[src/rtl/cell_bist_ctrl_if.sv]
// ---------------------------------------------------------------------------
// cell_bist_ctrl_if
// Bundles the BIST sequencer's control, CUT stimulus/observation and result
// signals so the controller and its environment connect through one port.
//
//   START, ABORT      sweep request / stop request (single-cycle pulses)
//   LAST_VEC          final stimulus vector of the sweep
//   MASK              per-output compare enable, static during a sweep
//   OBS, EXP          observed CUT outputs and golden expectation
//   VEC               stimulus driven to every CUT input
//   BUSY, DONE        sweep running / sweep completed normally
//   FAIL_MASK         sticky per-output mismatch mask
//   FIRST_VALID/VEC   first-failing-vector record
//   SIGNATURE         MISR compaction of the masked observations
//
// master = environment / test driver, slave = the BIST controller.
// ---------------------------------------------------------------------------
interface cell_bist_ctrl_if #(
  parameter int N_IN  = 4,
  parameter int N_OUT = 8
);
  logic             START;
  logic             ABORT;
  logic [N_IN-1:0]  LAST_VEC;
  logic [N_OUT-1:0] MASK;
  logic [N_OUT-1:0] OBS;
  logic [N_OUT-1:0] EXP;
  logic [N_IN-1:0]  VEC;
  logic             BUSY;
  logic             DONE;
  logic [N_OUT-1:0] FAIL_MASK;
  logic             FIRST_VALID;
  logic [N_IN-1:0]  FIRST_VEC;
  logic [N_OUT-1:0] SIGNATURE;

  modport master (
    output START, ABORT, LAST_VEC, MASK, OBS, EXP,
    input  VEC, BUSY, DONE, FAIL_MASK, FIRST_VALID, FIRST_VEC, SIGNATURE
  );

  modport slave (
    input  START, ABORT, LAST_VEC, MASK, OBS, EXP,
    output VEC, BUSY, DONE, FAIL_MASK, FIRST_VALID, FIRST_VEC, SIGNATURE
  );
endinterface

[src/rtl/cell_bist_ctrl.sv]
// ---------------------------------------------------------------------------
// cell_bist_ctrl
// Built-in self-test sequencer for the standard-cell characterisation array.
// Steps a stimulus vector from 0 up to a latched last vector, waits SETTLE
// cycles per vector for the cells to settle, then compares the masked CUT
// outputs against the golden values, accumulates a sticky fail mask,
// records the first failing vector and folds the observations into a MISR.
//
// Ports:
//   CLK    rising-edge clock
//   RST_N  asynchronous active-low reset
//   bus    cell_bist_ctrl_if.slave (control, CUT I/O and results)
// ---------------------------------------------------------------------------
module cell_bist_ctrl #(
  parameter int               N_IN   = 4,
  parameter int               N_OUT  = 8,
  parameter int               SETTLE = 2,
  parameter logic [N_OUT-1:0] POLY   = 8'h1D
) (
  input  logic                   CLK,
  input  logic                   RST_N,
  cell_bist_ctrl_if.slave        bus
);

  typedef enum logic [1:0] {
    ST_IDLE,
    ST_WAIT,
    ST_CAPT,
    ST_DONE
  } state_t;

  // The settle counter is loaded with SETTLE-1 so that reaching zero marks
  // the last of exactly SETTLE wait cycles.
  localparam logic [3:0] CNT_LOAD = 4'(SETTLE - 1);

  state_t           state;
  logic [3:0]       cnt;
  logic [N_IN-1:0]  lastVec;
  logic [N_IN-1:0]  vecQ;
  logic             busyQ;
  logic             doneQ;
  logic [N_OUT-1:0] failQ;
  logic             firstValidQ;
  logic [N_IN-1:0]  firstVecQ;
  logic [N_OUT-1:0] sigQ;

  logic [N_OUT-1:0] err;
  logic [N_OUT-1:0] sigNext;

  // Masked mismatch for the current vector and the next MISR state: shift
  // left, fold the outgoing MSB back through the polynomial taps, then mix
  // in the masked observation.
  always_comb begin
    err     = (bus.OBS ^ bus.EXP) & bus.MASK;
    sigNext = {sigQ[N_OUT-2:0], 1'b0}
            ^ (sigQ[N_OUT-1] ? POLY : '0)
            ^ (bus.OBS & bus.MASK);
  end

  // Sequencer. ABORT is only looked at while running and overrides the
  // WAIT/CAPT update, leaving partial results visible. In IDLE/DONE a START
  // always wins over a simultaneous ABORT.
  always_ff @(posedge CLK or negedge RST_N) begin
    if (!RST_N) begin
      state       <= ST_IDLE;
      cnt         <= '0;
      lastVec     <= '0;
      vecQ        <= '0;
      busyQ       <= 1'b0;
      doneQ       <= 1'b0;
      failQ       <= '0;
      firstValidQ <= 1'b0;
      firstVecQ   <= '0;
      sigQ        <= '0;
    end else begin
      case (state)
        ST_IDLE, ST_DONE: begin
          if (bus.START) begin
            vecQ        <= '0;
            failQ       <= '0;
            firstValidQ <= 1'b0;
            firstVecQ   <= '0;
            sigQ        <= '0;
            lastVec     <= bus.LAST_VEC;
            cnt         <= CNT_LOAD;
            busyQ       <= 1'b1;
            doneQ       <= 1'b0;
            state       <= ST_WAIT;
          end
        end

        ST_WAIT: begin
          if (bus.ABORT) begin
            busyQ <= 1'b0;
            doneQ <= 1'b0;
            state <= ST_IDLE;
          end else if (cnt == '0) begin
            state <= ST_CAPT;
          end else begin
            cnt <= cnt - 4'd1;
          end
        end

        ST_CAPT: begin
          if (bus.ABORT) begin
            busyQ <= 1'b0;
            doneQ <= 1'b0;
            state <= ST_IDLE;
          end else begin
            failQ <= failQ | err;
            sigQ  <= sigNext;
            if ((err != '0) && !firstValidQ) begin
              firstValidQ <= 1'b1;
              firstVecQ   <= vecQ;
            end
            // The sweep stops on the last vector instead of wrapping, so an
            // all-ones LAST_VEC still covers the full input space.
            if (vecQ == lastVec) begin
              busyQ <= 1'b0;
              doneQ <= 1'b1;
              state <= ST_DONE;
            end else begin
              vecQ  <= vecQ + N_IN'(1);
              cnt   <= CNT_LOAD;
              state <= ST_WAIT;
            end
          end
        end

        default: begin
          busyQ <= 1'b0;
          doneQ <= 1'b0;
          state <= ST_IDLE;
        end
      endcase
    end
  end

  assign bus.VEC         = vecQ;
  assign bus.BUSY        = busyQ;
  assign bus.DONE        = doneQ;
  assign bus.FAIL_MASK   = failQ;
  assign bus.FIRST_VALID = firstValidQ;
  assign bus.FIRST_VEC   = firstVecQ;
  assign bus.SIGNATURE   = sigQ;

endmodule
[src/flat_wrapper.sv]
// flat-port wrapper written by rule: the top's interface ports become plain ports
module cell_bist_ctrl_flat 
#(
  parameter int               N_IN   = 4,
  parameter int               N_OUT  = 8,
  parameter int               SETTLE = 2,
  parameter logic [N_OUT-1:0] POLY   = 8'h1D
)
  (CLK, RST_N, bus_START, bus_ABORT, bus_LAST_VEC, bus_MASK, bus_OBS, bus_EXP, bus_VEC, bus_BUSY, bus_DONE, bus_FAIL_MASK, bus_FIRST_VALID, bus_FIRST_VEC, bus_SIGNATURE);
  cell_bist_ctrl_if #(.N_IN(N_IN), .N_OUT(N_OUT)) bus_i ();
  input  logic CLK;
  input  logic RST_N;
  input wire logic [$bits(bus_i.START)-1:0] bus_START;
  input wire logic [$bits(bus_i.ABORT)-1:0] bus_ABORT;
  input wire logic [$bits(bus_i.LAST_VEC)-1:0] bus_LAST_VEC;
  input wire logic [$bits(bus_i.MASK)-1:0] bus_MASK;
  input wire logic [$bits(bus_i.OBS)-1:0] bus_OBS;
  input wire logic [$bits(bus_i.EXP)-1:0] bus_EXP;
  output wire logic [$bits(bus_i.VEC)-1:0] bus_VEC;
  output wire logic [$bits(bus_i.BUSY)-1:0] bus_BUSY;
  output wire logic [$bits(bus_i.DONE)-1:0] bus_DONE;
  output wire logic [$bits(bus_i.FAIL_MASK)-1:0] bus_FAIL_MASK;
  output wire logic [$bits(bus_i.FIRST_VALID)-1:0] bus_FIRST_VALID;
  output wire logic [$bits(bus_i.FIRST_VEC)-1:0] bus_FIRST_VEC;
  output wire logic [$bits(bus_i.SIGNATURE)-1:0] bus_SIGNATURE;
  assign bus_i.START = bus_START;
  assign bus_i.ABORT = bus_ABORT;
  assign bus_i.LAST_VEC = bus_LAST_VEC;
  assign bus_i.MASK = bus_MASK;
  assign bus_i.OBS = bus_OBS;
  assign bus_i.EXP = bus_EXP;
  assign bus_VEC = bus_i.VEC;
  assign bus_BUSY = bus_i.BUSY;
  assign bus_DONE = bus_i.DONE;
  assign bus_FAIL_MASK = bus_i.FAIL_MASK;
  assign bus_FIRST_VALID = bus_i.FIRST_VALID;
  assign bus_FIRST_VEC = bus_i.FIRST_VEC;
  assign bus_SIGNATURE = bus_i.SIGNATURE;
  cell_bist_ctrl #(.N_IN(N_IN), .N_OUT(N_OUT), .SETTLE(SETTLE), .POLY(POLY)) u_core (.CLK(CLK), .RST_N(RST_N), .bus(bus_i));
endmodule
[config.mk]
export PLATFORM = sky130hd
export DESIGN_NAME = cell_bist_ctrl_flat
export DESIGN_NICKNAME = d
export VERILOG_FILES = /design/src/rtl/cell_bist_ctrl_if.sv /design/src/rtl/cell_bist_ctrl.sv /design/src/flat_wrapper.sv
export SDC_FILE = /design/constraint.sdc
export NUM_CORES = 1
export LEC_CHECK = 0
export ABC_AREA = 1
export CAP_MARGIN = 20
export CORE_MARGIN = 3
export CORE_UTILIZATION = 54
export CTS_CLUSTER_SIZE = 20
export DETAILED_ROUTE_END_ITERATION = 10
export DONT_BUFFER_PORTS = 1
export PLACE_DENSITY = 0.72
export SETUP_SLACK_MARGIN = 0.02
export SYNTH_ARGS = -nofsm -noshare
export SYNTH_HDL_FRONTEND = slang
export SYNTH_SLANG_ARGS = --single-unit
export TNS_END_PERCENT = 50
[constraint.sdc]
create_clock -name CLK -period 4.97 [get_ports CLK]
set_clock_uncertainty 0.1 [all_clocks]
set_input_delay 1.2425 -clock CLK [delete_from_list [all_inputs] [get_ports CLK]]
set_output_delay 1.2425 -clock CLK [all_outputs]
set_load 0.005 [all_outputs]
; ---- Word level (Yosys, flattened, before mapping)
; Cells that the tools add are included.
[totals]
register_bits = 37
input_bits = 32
elab_cells = 82
[op_classes]
add_sub_neg = 2
eq_ne = 13
n_mux = 37
bitwise_logic = 6
reduce_logical = 14
[op_table]
columns = op, n
row1 = $mux 4, 10
row2 = $pmux 8 s2, 2
row3 = $mux 8, 3
row4 = $xor 8x8->8, 3
row5 = $and 8x8->8, 2
row6 = $pmux 4 s2, 2
row7 = $ne 2x2->1 const B, 6
row8 = $pmux 4 s3, 1
row9 = $mux 2, 5
row10 = $mux 1, 9
row11 = $or 8x8->8, 1
row12 = $reduce_and 4->1, 2
row13 = $reduce_bool 8->1, 1
row14 = $ne 3x2->1 const B, 2
row15 = $pmux 1 s3, 2
row16 = $pmux 2 s3, 1
row17 = $reduce_and 3->1, 2
row18 = $mux 5, 1
row19 = $reduce_and 5->1, 1
row20 = $add 4x1->4 const B, 1
row21 = $eq 2x2->1 const B, 2
row22 = $eq 4x4->1, 1
row23 = $logic_not 4->1, 1
row24 = $reduce_and 2->1, 2
row25 = 9 further kinds, 9

; ---- Longest topological paths before layout
; Gate-level depths: netlist (run 1).
[depth]
depth_word = 7
mapped_depth = 11

; ---- Least setup slack after synthesis (run 1)
; OpenSTA, ideal clock, no wires.
[synth_path]
path_type = input port to flip-flop
startpoint = input bus_ABORT
endpoint = register u_core.firstVecQ[0] (netlist: u_core.bus.FIRST_VEC[0])
arrival_time_ns = 1.936
t_required_ns = 4.752
slack_ns = 2.816
stages = 8
path_cell_list = nand2_1 inv_2 nor2_4 o21ai_4 nor2_4 nand2_2 nand3_1 nand2_1
[synth_between]
elab_chain_len = 2
[synth_rtl]
columns = element, line_no
row1 = "start, declared", flat_wrapper.sv:14  ; input wire logic [$bits(bus_i.ABORT)-1:0] bus_ABORT;
row2 = $ne 2x2->1 (no line), n/a
row3 = $reduce_and 4->1 (no line), n/a
row4 = "end signal, assigned", cell_bist_ctrl.sv:114  ; firstVecQ <= vecQ;
row5 = "end, declared", cell_bist_ctrl.sv:44  ; logic [N_IN-1:0] firstVecQ;
; No other way between the ends.
; A chain may end at the register's enable or synchronous reset.

; ---- Worst setup path in the final report (run 1)
[layout_path]
startpoint = register u_core.vecQ[0] (netlist: u_core.bus.VEC[0])
endpoint = output bus_VEC[0]
[layout_rtl]
columns = element, line_no
row1 = "start, declared", cell_bist_ctrl.sv:39  ; logic [N_IN-1:0] vecQ;
row2 = "start signal, assigned", cell_bist_ctrl.sv:123  ; vecQ <= vecQ + N_IN'(1);
row3 = "end, declared", flat_wrapper.sv:19  ; output wire logic [$bits(bus_i.VEC)-1:0] bus_VEC;
; No word-level cell between the ends.

==> results of run 1 <==
## cell type report
class | count | area (sq um)
Clock buffer | 6 | 72.6
Clock inverter | 2 | 10.0
Fill cell | 332 | 1320
Inverter | 35 | 131
Multi-Input combinational cell | 187 | 978
Sequential cell | 37 | 926
Tap cell | 46 | 57.6
## state kept, by name, summed over array words and instances, names as in the netlist
name and flops:
u_core.bus.VEC 4, u_core.bus.SIGNATURE 8, u_core.bus.BUSY 1, u_core.bus.DONE 1, u_core.bus.FIRST_VEC 4, u_core.bus.FIRST_VALID 1, u_core.state 2, u_core.cnt 4
u_core.lastVec 4, u_core.bus.FAIL_MASK 8
## power by group
group          internal [W]  switching, W  total (W)
clock network     0.0000971      0.000105   0.000203
registers          0.000387     0.0000760   0.000463
logic              0.000160      0.000279   0.000439
## routing by layer
metal	vias to the layer above	global-route usage	wire, um	share of wire
met5	-	0	0	0
met4	0	0.0608	51	0.012
met3	7	0.0749	402	0.097
met2	49	0.311	1950	0.47
met1	739	0.232	1730	0.42
li1	832	-	-	-
## per-stage QoR
step	power (W)	utilization	hold WS, ns
finish	0.00110	0.623	0.371
global route	0.00121	0.623	0.431
CTS	0.00112	0.623	0.376
detailed placement	0.000912	0.599	0.358
global placement	0.000903	0.599	0.360
floorplan	0.000835	-	0.342
## worst register-to-register path: stages, from the launching register on
cell	delay [ns]
sky130_fd_sc_hd__dfrtp_1	0.38
sky130_fd_sc_hd__inv_1	0.08
sky130_fd_sc_hd__ha_1	0.43
sky130_fd_sc_hd__inv_1	0.20
sky130_fd_sc_hd__nor2_1	0.17
sky130_fd_sc_hd__inv_1	0.10
sky130_fd_sc_hd__nor2_1	0.15
sky130_fd_sc_hd__inv_1	0.15
sky130_fd_sc_hd__o21ai_0	0.23
## cell usage after synthesis
master and n:
sky130_fd_sc_hd__o22ai_1 1, sky130_fd_sc_hd__nor2_1 33, sky130_fd_sc_hd__nor2_4 3, sky130_fd_sc_hd__mux2_2 4
sky130_fd_sc_hd__dfrtp_1 37, sky130_fd_sc_hd__nand4_1 9, sky130_fd_sc_hd__inv_2 2, sky130_fd_sc_hd__o21ai_0 11
sky130_fd_sc_hd__o21bai_1 1, sky130_fd_sc_hd__a22oi_1 1, sky130_fd_sc_hd__xor2_1 9, sky130_fd_sc_hd__buf_6 2
sky130_fd_sc_hd__o21ai_1 3, sky130_fd_sc_hd__or2_2 2, sky130_fd_sc_hd__nand2_1 72, sky130_fd_sc_hd__nor2_2 4
sky130_fd_sc_hd__o211ai_1 2, sky130_fd_sc_hd__nand2_2 2, sky130_fd_sc_hd__ha_1 4, sky130_fd_sc_hd__xnor2_1 6
sky130_fd_sc_hd__nand3_1 16, sky130_fd_sc_hd__inv_1 33, sky130_fd_sc_hd__a21oi_1 3, sky130_fd_sc_hd__o21ai_4 1
## worst min path at each step
| stage | startpoint | endpoint | slack, ns | cells after the start |
|---|---|---|---|---|
| after floorplan | u_core.cnt[1] | u_core.cnt[1] | 0.34 | 2 |
| after global placement | u_core.cnt[2] | u_core.cnt[2] | 0.36 | 2 |
| after detailed placement | u_core.cnt[1] | u_core.cnt[1] | 0.36 | 2 |
| after CTS | u_core.cnt[1] | u_core.cnt[1] | 0.38 | 2 |
| after global routing | u_core.cnt[1] | u_core.cnt[1] | 0.43 | 2 |
| final | u_core.cnt[1] | u_core.cnt[1] | 0.37 | 2 |
## cell families (layout without fill, tap and decap cells)
kind of cell	Yosys count	in the layout	share of synthesized area
adders and majority gates	4	4	0.0243
and+or+nand+nor	141	141	0.298
DFF	37	37	0.450
xor gates and xnor gates	15	15	0.0638
AOI/OAI and AO/OA	23	23	0.0669
muxes	4	4	0.0219
buffers and inverters	37	43	0.0748
==> flow_summary.html, run 1 <==
<table>
<tr><th>Metric</th><th>Value</th></tr>
<tr><th colspan="2">Outcome</th></tr>
<tr><td>Outcome</td><td>finished, final reports clean</td></tr>
<tr><th colspan="2">STA</th></tr>
<tr><td>Post-route worst setup slack</td><td>2.83 ns</td></tr>
<tr><td>Unrepaired setup endpoints after global routing</td><td>no</td></tr>
<tr><td>Final critical-path share of the clock period</td><td>0.431</td></tr>
<tr><td>Hold Violations, Final</td><td>0</td></tr>
<tr><td>Worst slew pin tran</td><td>0.520 ns</td></tr>
<tr><td>Total Neg Setup Slack</td><td>0 ns</td></tr>
<tr><td>Shortest clock period the worst path allows after layout</td><td>2.14 ns</td></tr>
<tr><td>Finish-stage setup viols</td><td>0</td></tr>
<tr><td>Pins over their slew limit</td><td>0</td></tr>
<tr><td>Worst slew margin</td><td>0.652</td></tr>
<tr><td>Maximum achievable frequency</td><td>0.466 GHz</td></tr>
<tr><th colspan="2">Final layout</th></tr>
<tr><td>Count of antenna diodes in the layout</td><td>0</td></tr>
<tr><td>Post-route standard cell area excluding fillers</td><td>2180 sq um</td></tr>
<tr><td>Number of nets in the layout</td><td>302</td></tr>
<tr><td>Area overhead of the layout relative to synthesis</td><td>5.71%</td></tr>
<tr><td>Layout cells sized above 1</td><td>0.0936</td></tr>
<tr><td>Most common library cell in the layout ignoring fill and taps</td><td>sky130_fd_sc_hd__nand2_1</td></tr>
<tr><td>Commonest cells after routing, fill and taps aside</td><td>sky130_fd_sc_hd__nand2_1 (72), sky130_fd_sc_hd__dfrtp_1 (37), sky130_fd_sc_hd__inv_1 (33), sky130_fd_sc_hd__nor2_1 (33), sky130_fd_sc_hd__nand3_1 (16)</td></tr>
<tr><td>Post-Layout Cell Count</td><td>313</td></tr>
<tr><th colspan="2">Synthesis</th></tr>
<tr><td>Cell Area, Synth</td><td>2060 sq um</td></tr>
<tr><td>Count of mapped cells out of synthesis</td><td>261</td></tr>
<tr><td>Post-synth cell types</td><td>24</td></tr>
<tr><td>Sequential area share after synthesis</td><td>0.450</td></tr>
<tr><td>Largest area contributor in the synthesized netlist</td><td>sky130_fd_sc_hd__dfrtp_1</td></tr>
<tr><td>Net count of the mapped netlist</td><td>297</td></tr>
<tr><td>Number of warnings printed during yosys synthesis</td><td>0</td></tr>
<tr><td>Post-synthesis area per instance</td><td>7.89 sq um</td></tr>
<tr><td>Area contributors post-synth</td><td>sky130_fd_sc_hd__dfrtp_1 (45%), sky130_fd_sc_hd__nand2_1 (13%), sky130_fd_sc_hd__inv_1 (6.0%)</td></tr>
<tr><td>Top cell type's share of synthesized area</td><td>0.450</td></tr>
<tr><td>Post-synthesis sequential element count</td><td>37</td></tr>
<tr><th colspan="2">Critical path</th></tr>
<tr><td>Worst Setup Path Type</td><td>reg -&gt; out</td></tr>
<tr><td>Reg-to-reg critical path endpoint</td><td>u_core.bus.SIGNATURE[3]</td></tr>
<tr><td>Maximum fanout along the worst path</td><td>7</td></tr>
<tr><td>Setup crit end kind</td><td>output pin</td></tr>
<tr><td>Launching point of the worst reg2reg path</td><td>u_core.state[0]</td></tr>
<tr><td>Element type at the critical path start</td><td>register</td></tr>
<tr><td>Path length in cells of the critical path</td><td>0</td></tr>
<tr><td>Worst reg-to-reg path cell count</td><td>8</td></tr>
<tr><td>Worst endpoint required time</td><td>3.63 ns</td></tr>
<tr><td>Capture point of the worst path</td><td>bus_VEC[0]</td></tr>
<tr><td>Endpoint arrival time on the critical path</td><td>0.80 ns</td></tr>
<tr><td>Reg-to-reg slack, setup</td><td>2.90 ns</td></tr>
<tr><td>CP startpoint</td><td>u_core.bus.VEC[0]</td></tr>
<tr><th colspan="2">Min path</th></tr>
<tr><td>Worst min-delay path category</td><td>reg -&gt; reg</td></tr>
<tr><th colspan="2">Global route</th></tr>
<tr><td>Maximum number of pins on one net before global-route repair</td><td>38</td></tr>
<tr><td>Via count of the first global-routing pass</td><td>1505</td></tr>
<tr><td>Number of antenna violations at the first check in global routing</td><td>0</td></tr>
<tr><td>Global-route wire length before repair</td><td>6490 um</td></tr>
<tr><td>Grt total ovfl</td><td>0</td></tr>
<tr><td>Total track usage</td><td>0.191</td></tr>
<tr><th colspan="2">Route</th></tr>
<tr><td>WL/cell</td><td>13.2 um</td></tr>
<tr><td>Detailed Route WL</td><td>4140 um</td></tr>
<tr><td>First-pass DRT Iterations</td><td>4</td></tr>
<tr><td>Vias per Instance</td><td>5.20</td></tr>
<tr><td>Via count</td><td>1627</td></tr>
<tr><td>Detail Route Antenna Nets</td><td>0</td></tr>
<tr><td>Detailed Route Iter0 Violations</td><td>87</td></tr>
<tr><td>DRC</td><td>0</td></tr>
<tr><th colspan="2">Place</th></tr>
<tr><td>HPWL after DPL</td><td>3170 um</td></tr>
<tr><td>Area after detailed placement</td><td>2090 sq um</td></tr>
<tr><td>Count of placed standard cells including taps</td><td>305</td></tr>
<tr><td>Last weighted congestion value of the routability-driven placer</td><td>0.831</td></tr>
<tr><td>Count of buffers from port buffering</td><td>0</td></tr>
<tr><td>Placement-stage worst setup slack</td><td>2.61 ns</td></tr>
<tr><th colspan="2">Clock network</th></tr>
<tr><td>Buffer type at the clock tree root</td><td>sky130_fd_sc_hd__clkbuf_8</td></tr>
<tr><td>Post-cts resize count</td><td>0</td></tr>
<tr><td>Buffers inserted by post-CTS timing repair</td><td>0</td></tr>
<tr><td>Insertion delay of the later-clocked pin in the worst-skew pair</td><td>0.30 ns</td></tr>
<tr><td># clock sinks</td><td>37</td></tr>
<tr><td>Number of buffers inserted during clock tree synthesis</td><td>5</td></tr>
<tr><td>Total of hold buffers inserted after clock tree synthesis</td><td>0</td></tr>
<tr><td>Max Root-Sink Buffers</td><td>2</td></tr>
<tr><td>Clock H-tree levels</td><td>2</td></tr>
<tr><td>TritonCTS clock tree</td><td>done</td></tr>
<tr><td>Clk pin slew, worst setup/hold paths</td><td>0.07 ns</td></tr>
<tr><th colspan="2">Job</th></tr>
<tr><td>Number of maximum-capacitance constraint violations</td><td>0</td></tr>
<tr><th colspan="2">Floorplanning</th></tr>
<tr><td>Overall die height</td><td>67.7 um</td></tr>
<tr><td>Area of the placeable core</td><td>3490 sq um</td></tr>
<tr><td>Num ports</td><td>59</td></tr>
<tr><td>Die Wd</td><td>67.7 um</td></tr>
<tr><td>Overall die area</td><td>4590 sq um</td></tr>
<tr><td>Number of core rows</td><td>21</td></tr>
<tr><td>Effective utilization at floorplan</td><td>0.589</td></tr>
<tr><th colspan="2">Pwr</th></tr>
<tr><td>Power density of the placed cells</td><td>507 nW/um^2</td></tr>
<tr><td>Worst voltage drop across the vdd grid</td><td>0.000290 V</td></tr>
<tr><td>Pleak</td><td>1.14 nW</td></tr>
</table>
No activity file was read; power rests on OpenSTA's default activity.
==> run 2: changes to the inputs <==
clock period = 2.2 ns   (was 4.97 ns; I/O delays follow)
==> run 2 against run 1 <==
Effect of this change: core utilization is 2.0 points higher; first-iteration DRC count fell by 3.4%; die area did not move; total power up 140%; critical path depth up 8; sequential power up 120%; cell count increased by 0.96%; flip-flop and latch count unchanged; register-to-register slack got worse by 2.7 ns; worst setup slack worse by 2.6 ns; largest power group unchanged.
==> flow_summary.html, run 2 (synthesized netlist as in run 1, its figures left out) <==
<table>
<tr><th>Metric</th><th>Value</th></tr>
<tr><th colspan="2">Route</th></tr>
<tr><td>Detailed Route WL</td><td>4310 um</td></tr>
<tr><td>Met3 wire length</td><td>406 um</td></tr>
<tr><td>DRC</td><td>0</td></tr>
<tr><td>Vias per Instance</td><td>5.14</td></tr>
<tr><td>First-pass DRT Iterations</td><td>4</td></tr>
<tr><td>Detail Route Antenna Nets</td><td>0</td></tr>
<tr><td>Via count</td><td>1625</td></tr>
<tr><td>Routed wire length on met2</td><td>2010 um</td></tr>
<tr><td>WL/cell</td><td>13.7 um</td></tr>
<tr><td>Top layer reached by signal wires</td><td>met4</td></tr>
<tr><td>Routed metal-1 wire length</td><td>1830 um</td></tr>
<tr><td>Detailed Route Iter0 Violations</td><td>84</td></tr>
<tr><th colspan="2">STA</th></tr>
<tr><td>Worst slew margin</td><td>0.647</td></tr>
<tr><td>Shortest clock period the worst path allows after layout</td><td>1.97 ns</td></tr>
<tr><td>Pins over their slew limit</td><td>0</td></tr>
<tr><td>Worst slew pin tran</td><td>0.527 ns</td></tr>
<tr><td>Hold Violations, Final</td><td>0</td></tr>
<tr><td>Finish-stage setup viols</td><td>0</td></tr>
<tr><td>Total Neg Setup Slack</td><td>0 ns</td></tr>
<tr><td>Unrepaired setup endpoints after global routing</td><td>no</td></tr>
<tr><td>Maximum achievable frequency</td><td>0.509 GHz</td></tr>
<tr><td>Final critical-path share of the clock period</td><td>0.894</td></tr>
<tr><th colspan="2">Final layout</th></tr>
<tr><td>Layout cells sized above 1</td><td>0.100</td></tr>
<tr><td>Area overhead of the layout relative to synthesis</td><td>9.18%</td></tr>
<tr><td>Commonest cells after routing, fill and taps aside</td><td>sky130_fd_sc_hd__nand2_1 (72), sky130_fd_sc_hd__dfrtp_1 (37), sky130_fd_sc_hd__inv_1 (33), sky130_fd_sc_hd__nor2_1 (33), sky130_fd_sc_hd__nand3_1 (16)</td></tr>
<tr><td>Most common library cell in the layout ignoring fill and taps</td><td>sky130_fd_sc_hd__nand2_1</td></tr>
<tr><td>Count of antenna diodes in the layout</td><td>0</td></tr>
<tr><td>Register cell area after layout</td><td>926 sq um</td></tr>
<tr><td>Number of nets in the layout</td><td>305</td></tr>
<tr><td>Multi-input gate area in the final layout</td><td>978 sq um</td></tr>
<tr><td>Post-route standard cell area excluding fillers</td><td>2250 sq um</td></tr>
<tr><td>Fillers</td><td>315</td></tr>
<tr><th colspan="2">Clock network</th></tr>
<tr><td>Insertion delay of the later-clocked pin in the worst-skew pair</td><td>0.29 ns</td></tr>
<tr><td>TritonCTS clock tree</td><td>done</td></tr>
<tr><td>Buffer type at the clock tree root</td><td>sky130_fd_sc_hd__clkbuf_8</td></tr>
<tr><td>Clk pin slew, worst setup/hold paths</td><td>0.08 ns</td></tr>
<tr><td>Buffers inserted by post-CTS timing repair</td><td>0</td></tr>
<tr><td>Number of buffers inserted during clock tree synthesis</td><td>5</td></tr>
<tr><td>Max Root-Sink Buffers</td><td>2</td></tr>
<tr><td># clock sinks</td><td>37</td></tr>
<tr><td>Clock H-tree levels</td><td>2</td></tr>
<tr><th colspan="2">Critical path</th></tr>
<tr><td>Endpoint arrival time on the critical path</td><td>2.07 ns</td></tr>
<tr><td>Maximum fanout along the worst path</td><td>10</td></tr>
<tr><td>Element type at the critical path start</td><td>register</td></tr>
<tr><td>Ordered list of cells on the worst path</td><td>inv_1 &gt; ha_1 &gt; inv_1 &gt; nor2_1 &gt; inv_1 &gt; nor2_1 &gt; inv_1 &gt; o21ai_0</td></tr>
<tr><td>Worst Setup Path Type</td><td>reg -&gt; reg</td></tr>
<tr><td>CP max stage cell</td><td>sky130_fd_sc_hd__ha_1</td></tr>
<tr><td>Worst endpoint required time</td><td>2.31 ns</td></tr>
<tr><td>Delay of the slowest critical-path stage</td><td>0.42 ns</td></tr>
<tr><td>Most frequent CP cell</td><td>sky130_fd_sc_hd__inv_1</td></tr>
<tr><td>Setup crit end kind</td><td>register</td></tr>
<tr><th colspan="2">Global route</th></tr>
<tr><td>Maximum number of pins on one net before global-route repair</td><td>38</td></tr>
<tr><td>Total track usage</td><td>0.202</td></tr>
<tr><td>Grt total ovfl</td><td>0</td></tr>
<tr><td>Global-route wire length before repair</td><td>6690 um</td></tr>
<tr><td>Via count of the first global-routing pass</td><td>1503</td></tr>
<tr><td>Number of antenna violations at the first check in global routing</td><td>0</td></tr>
<tr><th colspan="2">Floorplanning</th></tr>
<tr><td>Die Wd</td><td>67.7 um</td></tr>
<tr><td>Overall die area</td><td>4590 sq um</td></tr>
<tr><td>Number of core rows</td><td>21</td></tr>
<tr><td>Num ports</td><td>59</td></tr>
<tr><td>Overall die height</td><td>67.7 um</td></tr>
<tr><td>Area of the placeable core</td><td>3490 sq um</td></tr>
<tr><td>Effective utilization at floorplan</td><td>0.589</td></tr>
<tr><th colspan="2">Place</th></tr>
<tr><td>HPWL after DPL</td><td>3250 um</td></tr>
<tr><td>Area after detailed placement</td><td>2100 sq um</td></tr>
<tr><td>Last weighted congestion value of the routability-driven placer</td><td>0.834</td></tr>
<tr><td>Count of buffers from port buffering</td><td>0</td></tr>
<tr><th colspan="2">Pwr</th></tr>
<tr><td>Power density of the placed cells</td><td>1200 nW/um^2</td></tr>
<tr><td>Sequential fraction of design power</td><td>0.388</td></tr>
<tr><td>Pleak</td><td>1.17 nW</td></tr>
<tr><td>Share of power burned in combinational logic</td><td>0.383</td></tr>
<tr><td>Total chip power</td><td>0.00269 W</td></tr>
<tr><td>Clock group share of total power</td><td>0.229</td></tr>
<tr><td>Sw Ratio</td><td>0.399</td></tr>
<tr><td>Internal power summed over all cells</td><td>0.00162 W</td></tr>
<tr><td>Worst voltage drop across the vdd grid</td><td>0.000812 V</td></tr>
<tr><td>Net switching component of the power</td><td>0.00108 W</td></tr>
<tr><th colspan="2">Job</th></tr>
<tr><td>Number of maximum-capacitance constraint violations</td><td>0</td></tr>
<tr><th colspan="2">Min path</th></tr>
<tr><td>Worst min-delay path category</td><td>in -&gt; reg</td></tr>
<tr><th colspan="2">Outcome</th></tr>
<tr><td>Outcome</td><td>finished, final reports clean</td></tr>
</table>
[run 2: cell count changes in the layout (fill, tap and decap cells not counted)]
cell / previous run / this run
sky130_fd_sc_hd__dlygate4sd3_1: 0 / 1
sky130_fd_sc_hd__clkinv_2: 2 / 0
sky130_fd_sc_hd__clkbuf_8: 5 / 6
sky130_fd_sc_hd__buf_4: 0 / 1
sky130_fd_sc_hd__buf_12: 0 / 1
sky130_fd_sc_hd__bufinv_16: 0 / 1
[run 2: power by group through the flow]
stage               logic, W  registers [W]  clock network, W
floorplan           0.000873        0.00101                 0
global placement    0.000992        0.00106                 0
detailed placement   0.00101        0.00106                 0
CTS                  0.00103        0.00105          0.000622
global route         0.00119        0.00107          0.000658
finish               0.00103        0.00104          0.000616
[run 2: per-layer routing]
metal / up-vias / global-route usage
met5: - / 0
met4: 0 / 0.0785
met3: 6 / 0.0765
met2: 57 / 0.324
met1: 730 / 0.244
li1: 832 / -
[run 2: area by class of cell]
type / count / area share
timing repair buffer: 3 / 0.0167
clock inverter: 1 / 0.0134
sequential: 37 / 0.412
multi-input combinational: 187 / 0.435
clock buffer: 7 / 0.0384
tap: 46 / 0.0256
inverter: 35 / 0.0585
[run 2: final timing paths]
| kind | from | slack, ns | endpoint | cells after the start |
|---|---|---|---|---|
| max | u_core.state[0] | 0.23 | u_core.bus.SIGNATURE[3] | 8 |
| min | bus_LAST_VEC[1] | 0.31 | u_core.lastVec[1] | 1 |
| max reg2reg | u_core.state[0] | 0.23 | u_core.bus.SIGNATURE[3] | 8 |
| min reg2reg | u_core.cnt[1] | 0.37 | u_core.cnt[1] | 2 |
| max in group asynchronous | RST_N | 1.19 | u_core.bus.FAIL_MASK[0] | 2 |
| min in group asynchronous | RST_N | 0.62 | u_core.bus.SIGNATURE[4] | 2 |
[run 2: stage by stage]
step	setup WS [ns]	utilization	hold WS [ns]	std cells
2_1_floorplan	0.509	-	0.154	261
3_3_place_gp	0.320	0.601	0.156	306
3_5_place_dp	0.255	0.601	0.156	306
4_1_cts	0.250	0.643	0.296	316
5_1_grt	0.0773	0.643	0.291	316
6_report	0.234	0.643	0.308	316
[run 2: critical path: cells and delay by family (launching register included)]
| kind | cells | cell delay [ns] |
|---|---|---|
| buffers and inverters | 4 | 0.50 |
| adder cells (fa/ha/maj) | 1 | 0.42 |
| flip-flops | 1 | 0.38 |
| AND/OR/NAND/NOR | 2 | 0.28 |
| AO/OA/AOI/OAI | 1 | 0.20 |
[run 2: what timing repair did]
action | 4_1_cts | 5_1_grt
hold buffers | 2 | 0
hold endpoints to repair | 37 | 0
resized for setup | 0 | 0
==> run 3: changes to the inputs <==
ABC_CLOCK_PERIOD_IN_PS = 2200   (was default)
CTS_BUF_LIST = sky130_fd_sc_hd__clkbuf_8 sky130_fd_sc_hd__clkbuf_16   (was default)
SLEW_MARGIN = 15   (was default)
==> run 3 against run 2 <==
Effect of this change: total power down 0.17%; hold slack about the same; clock-buffer cell count down 1; global-route usage unchanged; via count down 0.12%; worst setup slack better by 0.00083 ns; fmax about the same; critical endpoint unchanged; largest cell class unchanged.
==> flow_summary.html, run 3 (synthesized netlist as in run 1, its figures left out) <==
<table>
<tr><th>Metric</th><th>Value</th></tr>
<tr><th colspan="2">Place</th></tr>
<tr><td>Placement-stage worst setup slack</td><td>0.255 ns</td></tr>
<tr><td>HPWL after DPL</td><td>3250 um</td></tr>
<tr><td>Last weighted congestion value of the routability-driven placer</td><td>0.834</td></tr>
<tr><td>Count of placed standard cells including taps</td><td>306</td></tr>
<tr><td>Count of buffers from port buffering</td><td>0</td></tr>
<tr><th colspan="2">Critical path</th></tr>
<tr><td>Total buffers and inverters traversed by the critical path</td><td>4</td></tr>
<tr><td>Endpoint arrival time on the critical path</td><td>2.07 ns</td></tr>
<tr><td>Path length in cells of the critical path</td><td>8</td></tr>
<tr><td>CP max stage cell</td><td>sky130_fd_sc_hd__ha_1</td></tr>
<tr><td>Worst Setup Path Type</td><td>reg -&gt; reg</td></tr>
<tr><td>Ordered list of cells on the worst path</td><td>inv_1 &gt; ha_1 &gt; inv_1 &gt; nor2_1 &gt; inv_1 &gt; nor2_1 &gt; inv_1 &gt; o21ai_0</td></tr>
<tr><td>Gate family responsible for the most delay along the worst path</td><td>buffers and inverters</td></tr>
<tr><td>Maximum fanout along the worst path</td><td>10</td></tr>
<tr><td>Setup crit end kind</td><td>register</td></tr>
<tr><td>Delay of the slowest critical-path stage</td><td>0.42 ns</td></tr>
<tr><td>Worst reg-to-reg path cell count</td><td>8</td></tr>
<tr><td>Most frequent CP cell</td><td>sky130_fd_sc_hd__inv_1</td></tr>
<tr><td>Worst endpoint required time</td><td>2.31 ns</td></tr>
<tr><td>Element type at the critical path start</td><td>register</td></tr>
<tr><th colspan="2">Global route</th></tr>
<tr><td>Maximum number of pins on one net before global-route repair</td><td>38</td></tr>
<tr><td>Layer carrying the most global-route usage</td><td>met2</td></tr>
<tr><td>GR Util met1</td><td>0.244</td></tr>
<tr><td>Via count of the first global-routing pass</td><td>1503</td></tr>
<tr><td>Grt total ovfl</td><td>0</td></tr>
<tr><td>Met3 usage</td><td>0.0765</td></tr>
<tr><td>Met2 Usage GRT</td><td>0.324</td></tr>
<tr><td>Number of antenna violations at the first check in global routing</td><td>0</td></tr>
<tr><td>Total track usage</td><td>0.202</td></tr>
<tr><td>Global-route wire length before repair</td><td>6690 um</td></tr>
<tr><th colspan="2">Route</th></tr>
<tr><td>DRC</td><td>0</td></tr>
<tr><td>WL/cell</td><td>13.6 um</td></tr>
<tr><td>Detail Route Antenna Nets</td><td>0</td></tr>
<tr><td>Detailed Route WL</td><td>4310 um</td></tr>
<tr><td>Detailed Route Iter0 Violations</td><td>82</td></tr>
<tr><td>Via count</td><td>1623</td></tr>
<tr><td>First-pass DRT Iterations</td><td>4</td></tr>
<tr><td>Vias per Instance</td><td>5.14</td></tr>
<tr><th colspan="2">Final layout</th></tr>
<tr><td>Number of nets in the layout</td><td>305</td></tr>
<tr><td>Fillers</td><td>315</td></tr>
<tr><td>Commonest cells after routing, fill and taps aside</td><td>sky130_fd_sc_hd__nand2_1 (72), sky130_fd_sc_hd__dfrtp_1 (37), sky130_fd_sc_hd__inv_1 (34), sky130_fd_sc_hd__nor2_1 (33), sky130_fd_sc_hd__nand3_1 (16)</td></tr>
<tr><td>Most common library cell in the layout ignoring fill and taps</td><td>sky130_fd_sc_hd__nand2_1</td></tr>
<tr><td>Count of antenna diodes in the layout</td><td>0</td></tr>
<tr><td>Register cell area after layout</td><td>926 sq um</td></tr>
<tr><td>Layout cells sized above 1</td><td>0.100</td></tr>
<tr><td>Post-Layout Cell Count</td><td>316</td></tr>
<tr><td>Area overhead of the layout relative to synthesis</td><td>9.18%</td></tr>
<tr><td>Multi-input gate area in the final layout</td><td>978 sq um</td></tr>
<tr><th colspan="2">Floorplanning</th></tr>
<tr><td>Die Wd</td><td>67.7 um</td></tr>
<tr><td>Overall die area</td><td>4590 sq um</td></tr>
<tr><td>Area of the placeable core</td><td>3490 sq um</td></tr>
<tr><td>Number of core rows</td><td>21</td></tr>
<tr><td>Effective utilization at floorplan</td><td>0.589</td></tr>
<tr><td>Overall die height</td><td>67.7 um</td></tr>
<tr><td>Num ports</td><td>59</td></tr>
<tr><th colspan="2">Clock network</th></tr>
<tr><td># clock sinks</td><td>37</td></tr>
<tr><td>Clk pin slew, worst setup/hold paths</td><td>0.08 ns</td></tr>
<tr><td>Max Root-Sink Buffers</td><td>2</td></tr>
<tr><td>Insertion delay of the later-clocked pin in the worst-skew pair</td><td>0.29 ns</td></tr>
<tr><td>Post-cts resize count</td><td>0</td></tr>
<tr><td>Buffer type at the clock tree root</td><td>sky130_fd_sc_hd__clkbuf_8</td></tr>
<tr><td>Clock H-tree levels</td><td>2</td></tr>
<tr><td>TritonCTS clock tree</td><td>done</td></tr>
<tr><td>Number of buffers inserted during clock tree synthesis</td><td>5</td></tr>
<tr><td>Buffers inserted by post-CTS timing repair</td><td>0</td></tr>
<tr><th colspan="2">Min path</th></tr>
<tr><td>Worst hold stages</td><td>1</td></tr>
<tr><td>Worst min-delay path category</td><td>in -&gt; reg</td></tr>
<tr><th colspan="2">STA</th></tr>
<tr><td>Unrepaired setup endpoints after global routing</td><td>no</td></tr>
<tr><td>Post-route worst setup slack</td><td>0.235 ns</td></tr>
<tr><td>Hold Violations, Final</td><td>0</td></tr>
<tr><td>Worst slew margin</td><td>0.647</td></tr>
<tr><td>Maximum achievable frequency</td><td>0.509 GHz</td></tr>
<tr><td>Finish-stage setup viols</td><td>0</td></tr>
<tr><td>Worst slew pin tran</td><td>0.527 ns</td></tr>
<tr><td>Shortest clock period the worst path allows after layout</td><td>1.97 ns</td></tr>
<tr><td>Total Neg Setup Slack</td><td>0 ns</td></tr>
<tr><td>Pins over their slew limit</td><td>0</td></tr>
<tr><td>Final critical-path share of the clock period</td><td>0.893</td></tr>
<tr><th colspan="2">Pwr</th></tr>
<tr><td>Clock group share of total power</td><td>0.228</td></tr>
<tr><td>Sequential fraction of design power</td><td>0.388</td></tr>
<tr><td>Share of power burned in combinational logic</td><td>0.384</td></tr>
<tr><td>Worst voltage drop across the vdd grid</td><td>0.000809 V</td></tr>
<tr><td>Net switching component of the power</td><td>0.00108 W</td></tr>
<tr><td>Pleak</td><td>1.18 nW</td></tr>
<tr><td>Sw Ratio</td><td>0.400</td></tr>
<tr><td>Internal power summed over all cells</td><td>0.00161 W</td></tr>
<tr><td>Power density of the placed cells</td><td>1200 nW/um^2</td></tr>
<tr><th colspan="2">Job</th></tr>
<tr><td>Number of maximum-capacitance constraint violations</td><td>0</td></tr>
<tr><th colspan="2">Outcome</th></tr>
<tr><td>Outcome</td><td>finished, final reports clean</td></tr>
</table>
==> run 3: changes by cell type in the layout (fill, tap and decap cells not counted), sizes merged <==
cell    change
clkbuf      -1
inv         +1
==> run 3: cell type report <==
cell class / count / area share
clock buffers: 6 / 0.0367
repair buffers: 3 / 0.0167
flip-flops and latches: 37 / 0.412
inverters: 35 / 0.0585
multi-input cells: 187 / 0.435
clock inverters: 2 / 0.0150
well taps: 46 / 0.0256
==> run 3: repair_timing <==
item                                   4_1_cts  5_1_grt
endpoints found under the hold margin       37        0
hold buffers                                 2        0
setup endpoints to repair                    0        0
==> run 3: worst reg2reg max path, delay by kind of cell, from the launching register on <==
| kind | cells | cell delay [ns] |
|---|---|---|
| buffers and inverters | 4 | 0.50 |
| adder cells (fa/ha/maj) | 1 | 0.42 |
| flip-flops | 1 | 0.38 |
| AND/OR/NAND/NOR | 2 | 0.28 |
| AO/OA/AOI/OAI | 1 | 0.20 |
==> run 3: per-layer routing <==
layer	wire length [um]	share of wire
met5	0	0
met1	1830	0.42
met3	406	0.094
met4	61	0.014
met2	2010	0.47
==> run 3: worst paths after layout <==
kind | slack (ns) | end | from
worst max-delay path | 0.23 | u_core.bus.SIGNATURE[3] | u_core.state[0]
worst min-delay path | 0.31 | u_core.lastVec[1] | bus_LAST_VEC[1]
worst max register to register | 0.23 | u_core.bus.SIGNATURE[3] | u_core.state[0]
worst min register to register | 0.37 | u_core.cnt[1] | u_core.cnt[1]
max in group asynchronous | 1.19 | u_core.bus.FAIL_MASK[0] | RST_N
min in group asynchronous | 0.62 | u_core.bus.SIGNATURE[4] | RST_N
==> run 3: power by group through the flow <==
| stage | registers [W] | logic, W | clock network (W) |
|---|---|---|---|
| 2_1_floorplan | 0.00101 | 0.000873 | 0 |
| 3_3_place_gp | 0.00106 | 0.000992 | 0 |
| 3_5_place_dp | 0.00106 | 0.00101 | 0 |
| 4_1_cts | 0.00105 | 0.00103 | 0.000618 |
| 5_1_grt | 0.00107 | 0.00119 | 0.000653 |
| 6_report | 0.00104 | 0.00103 | 0.000612 |
==> run 3: stage by stage <==
stage	hold WS, ns	utilization	total power (W)	instance area [sq um]
6_report	0.308	0.643	0.00269	2250
5_1_grt	0.291	0.643	0.00291	2250
4_1_cts	0.296	0.643	0.00270	2250
3_5_place_dp	0.156	0.601	0.00207	2100
3_3_place_gp	0.156	0.601	0.00205	2100
2_1_floorplan	0.154	-	0.00189	2060
